### src/rtl/pattern_seq_ctrl.sv
// pattern_seq_ctrl: frame/line pattern generator producing gray, const, checkerboard and ramp pixels.
// Defining PATSEQ_SIGNATURE_EN adds a per-frame 16-bit MISR signature (frame_sig, sig_valid).
module pattern_seq_ctrl #(
    parameter int DATA_W    = 12,
    parameter int LINE_LEN  = 1290,
    parameter int NUM_LINES = 1024,
    parameter int CB_LOG2_A = 0,
    parameter int CB_LOG2_B = 1
) (
    input  logic              clk,
    input  logic              rst_n,
    input  logic              f_sync,
    input  logic              sync,
    input  logic [2:0]        mode,
    input  logic [DATA_W-1:0] const_val,
    input  logic [1:0]        x_sel,
    input  logic [DATA_W-1:0] delta_y,
    output logic              pix_valid,
    output logic [DATA_W-1:0] pix_data,
    output logic              end_line,
    output logic              end_frame,
    output logic              busy
`ifdef PATSEQ_SIGNATURE_EN
    ,
    output logic [15:0]       frame_sig,
    output logic              sig_valid
`endif
);
    localparam int CW = $clog2(LINE_LEN);
    localparam int RW = (NUM_LINES > 1) ? $clog2(NUM_LINES) : 1;
    localparam logic [CW-1:0] COL_LAST = CW'(LINE_LEN - 1);
    localparam logic [RW-1:0] ROW_LAST = RW'(NUM_LINES - 1);

    typedef enum logic [1:0] {IDLE, START, RUN, WAIT} state_t;
    state_t r_state, w_nstate;

    logic [CW-1:0]     r_col, w_ncol;
    logic [RW-1:0]     r_row;
    logic [DATA_W-1:0] r_row_base, r_const, r_dy;
    logic [2:0]        r_mode;
    logic [1:0]        r_xsel;
    logic              r_pix_valid, r_end_line, r_end_frame, r_busy;
    logic [DATA_W-1:0] r_pix_data, w_pix, w_c, w_step;
    logic              w_last_col, w_last_row, w_frame_start, w_row_adv, w_pa, w_pb;

    assign w_last_col = r_col == COL_LAST;
    assign w_last_row = r_row == ROW_LAST;

    always_ff @(posedge clk or negedge rst_n)
        if (!rst_n) r_state <= IDLE;
        else        r_state <= w_nstate;

    // A sync in RUN aborts the line, but the last line always ends the frame.
    always_comb begin
        w_nstate = r_state;
        case (r_state)
            IDLE:    w_nstate = (f_sync && sync) ? START : IDLE;
            START:   w_nstate = (r_mode == 3'b000) ? IDLE : RUN;
            RUN:     w_nstate = (w_last_col || sync) ? (w_last_row ? IDLE : (sync ? START : WAIT)) : RUN;
            WAIT:    w_nstate = sync ? START : WAIT;
            default: w_nstate = IDLE;
        endcase
    end

    assign w_frame_start = (r_state == IDLE) && (w_nstate == START);
    assign w_row_adv     = ((r_state == RUN) || (r_state == WAIT)) && (w_nstate == START);
    assign w_ncol        = (r_state == RUN) ? r_col + 1'b1 : '0;

    // Pixel for the column about to be presented, so the output register lines up with RUN.
    assign w_c    = DATA_W'(w_ncol);
    assign w_pa   = 1'((32'(w_ncol) ^ 32'(r_row)) >> CB_LOG2_A);
    assign w_pb   = 1'((32'(w_ncol) ^ 32'(r_row)) >> CB_LOG2_B);
    assign w_step = (r_xsel == 2'b00) ? DATA_W'(0) : (r_xsel == 2'b01) ? DATA_W'(1) :
                    (r_xsel == 2'b10) ? DATA_W'(4) : DATA_W'(8);
    assign w_pix  = (r_mode == 3'b001) ? (w_c ^ (w_c >> 1)) :
                    (r_mode == 3'b010) ? r_const :
                    (r_mode == 3'b011) ? {DATA_W{w_pa}} :
                    (r_mode == 3'b100) ? {DATA_W{~w_pa}} :
                    (r_mode == 3'b101) ? {DATA_W{w_pb}} :
                    (r_mode == 3'b110) ? {DATA_W{~w_pb}} :
                    (r_mode == 3'b111) ? (r_row_base + w_c * w_step) : '0;

    always_ff @(posedge clk or negedge rst_n)
        if (!rst_n) begin
            r_col       <= '0;
            r_row       <= '0;
            r_row_base  <= '0;
            r_mode      <= '0;
            r_const     <= '0;
            r_xsel      <= '0;
            r_dy        <= '0;
            r_pix_valid <= 1'b0;
            r_pix_data  <= '0;
            r_end_line  <= 1'b0;
            r_end_frame <= 1'b0;
            r_busy      <= 1'b0;
        end else begin
            if (w_frame_start) begin
                r_mode  <= mode;
                r_const <= const_val;
                r_xsel  <= x_sel;
                r_dy    <= delta_y;
            end
            r_col       <= ((w_nstate == RUN) || (r_state == START)) ? w_ncol : r_col;
            r_row       <= w_frame_start ? '0 : w_row_adv ? r_row + 1'b1 : r_row;
            r_row_base  <= w_frame_start ? '0 : w_row_adv ? r_row_base + r_dy : r_row_base;
            r_pix_valid <= w_nstate == RUN;
            r_pix_data  <= (w_nstate == RUN) ? w_pix : '0;
            r_end_line  <= (w_nstate == RUN) && (w_ncol == COL_LAST);
            r_end_frame <= (w_nstate == RUN) && (w_ncol == COL_LAST) && w_last_row;
            r_busy      <= w_nstate != IDLE;
        end

    assign pix_valid = r_pix_valid;
    assign pix_data  = r_pix_data;
    assign end_line  = r_end_line;
    assign end_frame = r_end_frame;
    assign busy      = r_busy;

`ifdef PATSEQ_SIGNATURE_EN
    logic [15:0] r_sig, r_frame_sig, w_sig_nxt;
    logic        r_sig_valid;

    assign w_sig_nxt = {r_sig[14:0], r_sig[15] ^ r_sig[13] ^ r_sig[12] ^ r_sig[10]} ^ 16'(r_pix_data);

    always_ff @(posedge clk or negedge rst_n)
        if (!rst_n) begin
            r_sig       <= '0;
            r_frame_sig <= '0;
            r_sig_valid <= 1'b0;
        end else begin
            r_sig       <= w_frame_start ? '0 : r_pix_valid ? w_sig_nxt : r_sig;
            r_sig_valid <= r_end_frame;
            r_frame_sig <= r_end_frame ? w_sig_nxt : r_frame_sig;
        end

    assign frame_sig = r_frame_sig;
    assign sig_valid = r_sig_valid;
`endif
endmodule

### config.mk
export PLATFORM = sky130hd
export DESIGN_NAME = pattern_seq_ctrl
export DESIGN_NICKNAME = d
export VERILOG_FILES = /design/src/rtl/pattern_seq_ctrl.sv
export SDC_FILE = /design/constraint.sdc
export NUM_CORES = 1
export LEC_CHECK = 0
export ABC_CLOCK_PERIOD_IN_PS = 7600
export BUFFER_PORTS_ARGS = -buffer_cell sky130_fd_sc_hd__clkbuf_2
export CAP_MARGIN = 20
export CORE_MARGIN = 2
export CORE_UTILIZATION = 60
export CTS_CLUSTER_SIZE = 12
export DETAILED_ROUTE_END_ITERATION = 16
export GPL_TIMING_DRIVEN = 0
export PLACE_DENSITY = 0.82
export SYNTH_ARGS = -nofsm -noshare
export SYNTH_HDL_FRONTEND = slang
export SYNTH_SLANG_ARGS = --single-unit
### constraint.sdc
create_clock -name clk -period 7.6 [get_ports clk]
set_clock_uncertainty 0.2 [all_clocks]
set_input_delay 1.52 -clock clk [delete_from_list [all_inputs] [get_ports clk]]
set_output_delay 1.52 -clock clk [all_outputs]
set_load 0.01 [all_outputs]
==> flow_summary.ini, run 1 <==
[run_status]
status = finished clean

[synthesis]
yosysSeqAreaShare_pct = 35.72
synth_area_leader_cell = dfrtp_1
ys_async_sr_fraction_pct = 100.0
synthDistinctLibCells = 69
netlist_instances = 595
synth_top_area_share_pct = 35.72
ys.warnings.count = 0
synth_seq_cells = 80
synth_edf_count = 0
ys_top_cells_by_area = dfrtp_1, ha_1, fa_1
syn_avg_cell_area_um2 = 9.419
synth_nets = 687
syn_area_um2 = 5604
synthFlopType = dfrtp_1

[layout]
nNetsFinal = 747
final_util_pct = 67.92
fill_cells = 722
diodes = 0
final_cell_mix = dfrtp_1, nor2_1, nand2_1
area_delta_synth_final_pct = 10.92
mostFrequentLayoutCell = dfrtp_1
drive_gt1_share_pct = 17.73

[timing]
max_slew_margin_pct = 46.83
rsz0062_at_grt = false
tns_ns = 0
final_max_slew_viol_count = 0
setup_violations = 0
worst_slew_pin_slew_ns = 0.7903
min_period_over_period_pct = 67.27
finalCriticalPeriod_ns = 5.113
max_freq_ghz = 0.1956
finalHoldViolations = 0

[placed_design]
gp_congestion = 0.9375
port_buffers = 48
place_hpwl_um = 10470

[flow_run]
maxCapViolCount = 0

[setup_path]
cp_slowest_stage_delay_ns = 0.54
cp_slowest_cell = fa_1
worstPathCellList = nor2b_1 > buf_1 > nand2_1 > nor2_1 > ha_1 > fa_1 > inv_1 > fa_1 > inv_1 > ha_1 > o21ai_0 > o21bai_1 > a21oi_1 > xnor2_1 > a21oi_1 > a2111oi_0
critPathMaxFanout = 10
cp-end-kind = register
crit_cells = 16
reg2reg_depth = 16
critPathTopFamily = adder cells
cp_num_buf_inv = 3
critPathLaunchType = register
crit_arrival_ns = 5.11
timing.reg2reg.setup_slack_ns = 2.49
path_class = reg2reg
crit_required_ns = 7.60
r2r-end = pix_data[7]$_DFF_PN0_
r2r-start = r_state[0]$_DFF_PN0_

[floorplanning]
initial_core_util_pct = 61.23
num_rows = 35
pin_count = 49
core_area_um2 = 9153
die_h_um = 100.6
die_width_um = 100.6
dieArea_um2 = 10130

[drt]
wl_per_cell_um = 17.12
first_pass_iters = 4
drc = 0
drtIter0Drc = 270
antenna_left = 0
via_count = 4630
totalWireLength_um = 13200
vias_per_cell = 6.005

[grt]
antenna_found_initial = 0
grt_pass1_vias = 4628
overflow = 0
grt_usage_pct = 27.73
grt_pass1_wl_um = 21910
grt_max_degree = 42

[hold_path]
worst_hold_path.num_cells = 1
hp-start = r_dy[5]$_DFFE_PN0P_
hold_class = reg2reg
hold_end = r_dy[5]$_DFFE_PN0P_

[power_and_ir_drop]
vdd_drop_max_mv = 0.2015
static-leakage-power_uw = 0.002946
power_density_nw_per_um2 = 342.6

[cts]
clk_latency_ns = 0.36
hold_buffers = 0
cts_buffer_depth = 2
path_clk_slew_ns = 0.09
h-tree-depth = 3
post-cts-setup-buffers = 0
cts_resized = 0
cts_sinks = 80
tritoncts = yes
cts_root_buf = clkbuf_8
cts_buffers = 9
[final cells by class]
cell class              instances  area, um2  share of cell area, %
multi-input cells             443       3283                  52.82
plain buffers                  22      131.4                  2.114
clock inverters                 7      86.33                  1.389
well taps                     111      138.9                  2.234
flip-flops and latches         80       2002                  32.21
clock buffers                   9      123.9                  1.993
repair buffers                 49      262.8                  4.227
inverters                      50      187.7                  3.019
[worst reg2reg max path, stage by stage, from the launching register on]
cell       delay, ns
dfrtp_1         0.50
nor2b_1         0.19
buf_1           0.38
nand2_1         0.36
nor2_1          0.21
ha_1            0.27
fa_1            0.54
inv_1           0.05
fa_1            0.50
inv_1           0.05
ha_1            0.32
o21ai_0         0.13
o21bai_1        0.29
a21oi_1         0.13
xnor2_1         0.18
a21oi_1         0.10
a2111oi_0       0.54
[state kept, by name, summed over array words and instances (netlist names)]
name and cells:
r_mode 3, end_line 1, r_dy 12, r_xsel 2, r_row 10, pix_data 12
r_col 11, r_state 2, busy 1, end_frame 1, pix_valid 1, r_const 12
r_row_base 12
[per-stage QoR]
| stage | hold WS [ns] | worst slack, ns | area (um2) | std cells | total power, uW |
|---|---|---|---|---|---|
| floorplan | 0.2723 | 3.232 | 5604 | 595 | 1489 |
| global placement | 0.2999 | 2.807 | 5983 | 754 | 1744 |
| detailed placement | 0.3002 | 2.564 | 6006 | 755 | 1788 |
| CTS | 0.3185 | 2.513 | 6216 | 771 | 2124 |
| global route | 0.3285 | 2.168 | 6216 | 771 | 2296 |
| finish | 0.3167 | 2.487 | 6216 | 771 | 2130 |
[logic make-up after synthesis]
kind of cell / share of synthesized area (%)
simple gates: 16.08
xor+xnor: 6.207
fa+ha+maj: 15.45
mux: 5.403
buf+inv: 5.693
flops: 35.72
compound gates: 15.45
[power by group]
group          internal [uW]  switching [uW]
logic                    465             632
clock network            159             175
registers                579             119
total                   1200             926
[layer usage]
metal	global-route usage [%]	up-vias	share of wire, %
met5	0	-	0
met4	10.85	0	2.6
met3	5.340	31	5.1
met2	46.05	154	49
met1	35.87	2246	44
li1	-	2199	-
[how the worst max path moves through the flow]
| stage | start | end |
|---|---|---|
| 4_1_cts | r_state[0]$_DFF_PN0_ | pix_data[9]$_DFF_PN0_ |
| 2_1_floorplan | r_col[0]$_DFFE_PN0P_ | pix_data[9]$_DFF_PN0_ |
| 5_1_grt | r_state[0]$_DFF_PN0_ | pix_data[7]$_DFF_PN0_ |
| 3_3_place_gp | r_state[0]$_DFF_PN0_ | pix_data[9]$_DFF_PN0_ |
| 6_report | r_state[0]$_DFF_PN0_ | pix_data[7]$_DFF_PN0_ |
| 3_5_place_dp | r_state[0]$_DFF_PN0_ | pix_data[9]$_DFF_PN0_ |
[synth_stat cells, drive strengths merged (7+ instances only)]
library cell / n
nand2b: 10
mux2: 26
o21ai: 53
buf: 10
a21oi: 28
xor2: 20
nor2: 54
clkbuf: 12
nand3: 12
inv: 49
dfrtp: 80
nand2: 52
xnor2: 18
a21o: 9
fa: 17
a221oi: 7
ha: 42
nand4: 9
No activity file was read; power rests on OpenSTA's default activity.
==> run 2: changes to the inputs <==
==> config.mk (replaced) <==
export PLATFORM = sky130hd
export DESIGN_NAME = pattern_seq_ctrl
export DESIGN_NICKNAME = d
export VERILOG_FILES = /design/src/rtl/pattern_seq_ctrl.sv
export SDC_FILE = /design/constraint.sdc
export NUM_CORES = 1
export LEC_CHECK = 0
export ABC_CLOCK_PERIOD_IN_PS = 4500
export BUFFER_PORTS_ARGS = -buffer_cell sky130_fd_sc_hd__clkbuf_2
export CAP_MARGIN = 20
export CORE_MARGIN = 2
export CORE_UTILIZATION = 55
export CTS_CLUSTER_SIZE = 12
export DETAILED_ROUTE_END_ITERATION = 16
export GPL_TIMING_DRIVEN = 0
export PLACE_DENSITY = 0.79
export SYNTH_ARGS = -nofsm -noshare
export SYNTH_HDL_FRONTEND = slang
export SYNTH_SLANG_ARGS = --single-unit
==> constraint.sdc (replaced) <==
create_clock -name clk -period 4.5 [get_ports clk]
set_clock_uncertainty 0.2 [all_clocks]
set_input_delay 0.9 -clock clk [delete_from_list [all_inputs] [get_ports clk]]
set_output_delay 0.9 -clock clk [all_outputs]
set_load 0.01 [all_outputs]
==> flow_summary.ini, run 2 (synthesized netlist as in run 1, its figures left out) <==
[cts]
cts_root_buf = clkbuf_8
cts_sinks = 80
cts_buffers = 9
cts_buffer_depth = 2
tritoncts = yes
h-tree-depth = 3
hold_buffers = 0
clk_latency_ns = 0.37
path_clk_slew_ns = 0.08

[setup_path]
r2r-end = pix_data[9]$_DFF_PN0_
crit_cells = 16
cp_slowest_cell = fa_1
reg2reg_depth = 16
cp_slowest_stage_delay_ns = 0.52
r2r-start = r_col[0]$_DFFE_PN0P_
startpoint = r_col[0]$_DFFE_PN0P_
critPathTopFamily = adder cells
crit_arrival_ns = 4.42
cp-end-kind = register
cp_num_buf_inv = 3
path_class = reg2reg
timing.reg2reg.setup_slack_ns = 0.13
critPathLaunchType = register
worstPathCellList = ha_4 > or3b_4 > buf_8 > nor2_1 > ha_1 > inv_2 > fa_1 > fa_1 > inv_1 > ha_4 > nor3_4 > o21bai_4 > o21ai_1 > xor2_1 > and3_1 > a2111oi_4
crit_required_ns = 4.55
critPathMaxFanout = 5
endpoint = pix_data[9]$_DFF_PN0_

[floorplanning]
core_area_um2 = 9819
initial_core_util_pct = 57.07
die_width_um = 104.9
die_h_um = 104.9
pin_count = 49
num_rows = 36
dieArea_um2 = 11010

[placed_design]
place_hpwl_um = 10320
gp_congestion = 0.9393
place_ws_ns = -0.5617
port_buffers = 48

[layout]
final_cell_mix = dfrtp_1, nor2_1, nand2_1, clkbuf_2
seqCellArea_um2 = 2008
nNetsFinal = 758
area_delta_synth_final_pct = 17.30
final_util_pct = 66.95
fill_cells = 826
drive_gt1_share_pct = 25.04
multi_input_area_um2 = 3520
diodes = 0
mostFrequentLayoutCell = dfrtp_1

[power_and_ir_drop]
swShare_pct = 43.38
static-leakage-power_uw = 0.003018
vdd_drop_max_mv = 0.3688
combinationalPowerShare_pct = 53.5
pwr-share-clk_pct = 14.5
p_sw_uw = 1619
power.share.sequential_pct = 32.0
p_int_uw = 2114
power_density_nw_per_um2 = 567.9

[drt]
vias_per_cell = 5.792
drc = 0
totalWireLength_um = 13600
first_pass_iters = 5
antenna_left = 0
drtIter0Drc = 268
wl_per_cell_um = 16.92
via_count = 4657

[timing]
hold_ws_ns = 0.3175
max_freq_ghz = 0.2291
final_max_slew_viol_count = 0
fin_ws_ns = 0.1342
setup_violations = 0
max_slew_margin_pct = 33.88
min_period_over_period_pct = 97.02
worst_slew_pin_slew_ns = 0.9842
finalHoldViolations = 0
finalCriticalPeriod_ns = 4.366

[grt]
grt_pass1_wl_um = 21690
antenna_found_initial = 0
grt_max_degree = 42
grt_pass1_vias = 4520
grt_usage_pct = 25.16
overflow = 0

[hold_path]
hold_class = reg2reg

[run_status]
status = finished clean

[flow_run]
maxCapViolCount = 0
-- run 2: changes by cell type in the layout (fill, tap and decap cells not counted), moves of 4 or more --
| cell | change |
|---|---|
| ha_1 | -6 |
| nand2_2 | +5 |
| ha_4 | +4 |
| dfrtp_1 | -5 |
| nand2_1 | -5 |
| dfrtp_2 | +5 |
| a21oi_1 | -4 |
| buf_4 | +11 |
-- run 2: what timing repair did --
action	4_1_cts	5_1_grt
gates cloned	0	0
gates resized for setup	22	38
endpoints found under the setup margin	5	5
pin swaps	2	12
buffers inserted	1	10
-- run 2: layout make-up --
class	count	area share, %
multi-input cells	443	53.54
flip-flops and latches	80	30.55
repair buffers	60	5.253
inverters	50	2.855
well taps	133	2.531
plain buffers	22	2.170
clock buffers	10	2.094
clock inverters	6	1.009
-- run 2: worst min path at each step --
stage,from,to,slack [ns],depth (start not counted)
3_5_place_dp,r_const[5]$_DFFE_PN0P_,r_const[5]$_DFFE_PN0P_,0.30,1
4_1_cts,r_const[5]$_DFFE_PN0P_,r_const[5]$_DFFE_PN0P_,0.32,1
6_report,r_dy[3]$_DFFE_PN0P_,r_dy[3]$_DFFE_PN0P_,0.32,1
3_3_place_gp,r_const[3]$_DFFE_PN0P_,r_const[3]$_DFFE_PN0P_,0.29,1
5_1_grt,r_const[5]$_DFFE_PN0P_,r_const[5]$_DFFE_PN0P_,0.33,1
2_1_floorplan,r_const[11]$_DFFE_PN0P_,r_const[11]$_DFFE_PN0P_,0.27,1
-- run 2: power groups by stage --
stage / clock network (uW) / logic, uW / registers [uW]
after global placement: 0 / 1760 / 1180
after global routing: 589 / 2200 / 1230
after floorplan: 0 / 1360 / 1160
final: 543 / 2000 / 1190
after CTS: 554 / 1870 / 1180
after detailed placement: 0 / 1820 / 1200
-- run 2: per-stage QoR --
stage	cells	setup TNS, ns	total power [uW]	cell area, um2
4_1_cts	794	0	3609	6316
2_1_floorplan	595	0	2515	5604
3_3_place_gp	776	-1.542	2944	6011
5_1_grt	804	-0.01233	4014	6574
6_report	804	0	3733	6574
3_5_place_dp	777	-1.976	3018	6033
-- run 2: per-layer routing --
layer,up-vias,routed length (um),global-route usage [%]
li1,2230,-,-
met1,2254,5731,32.70
met2,148,6814,42.90
met3,25,748,4.117
met4,0,309,8.190
met5,-,0,0
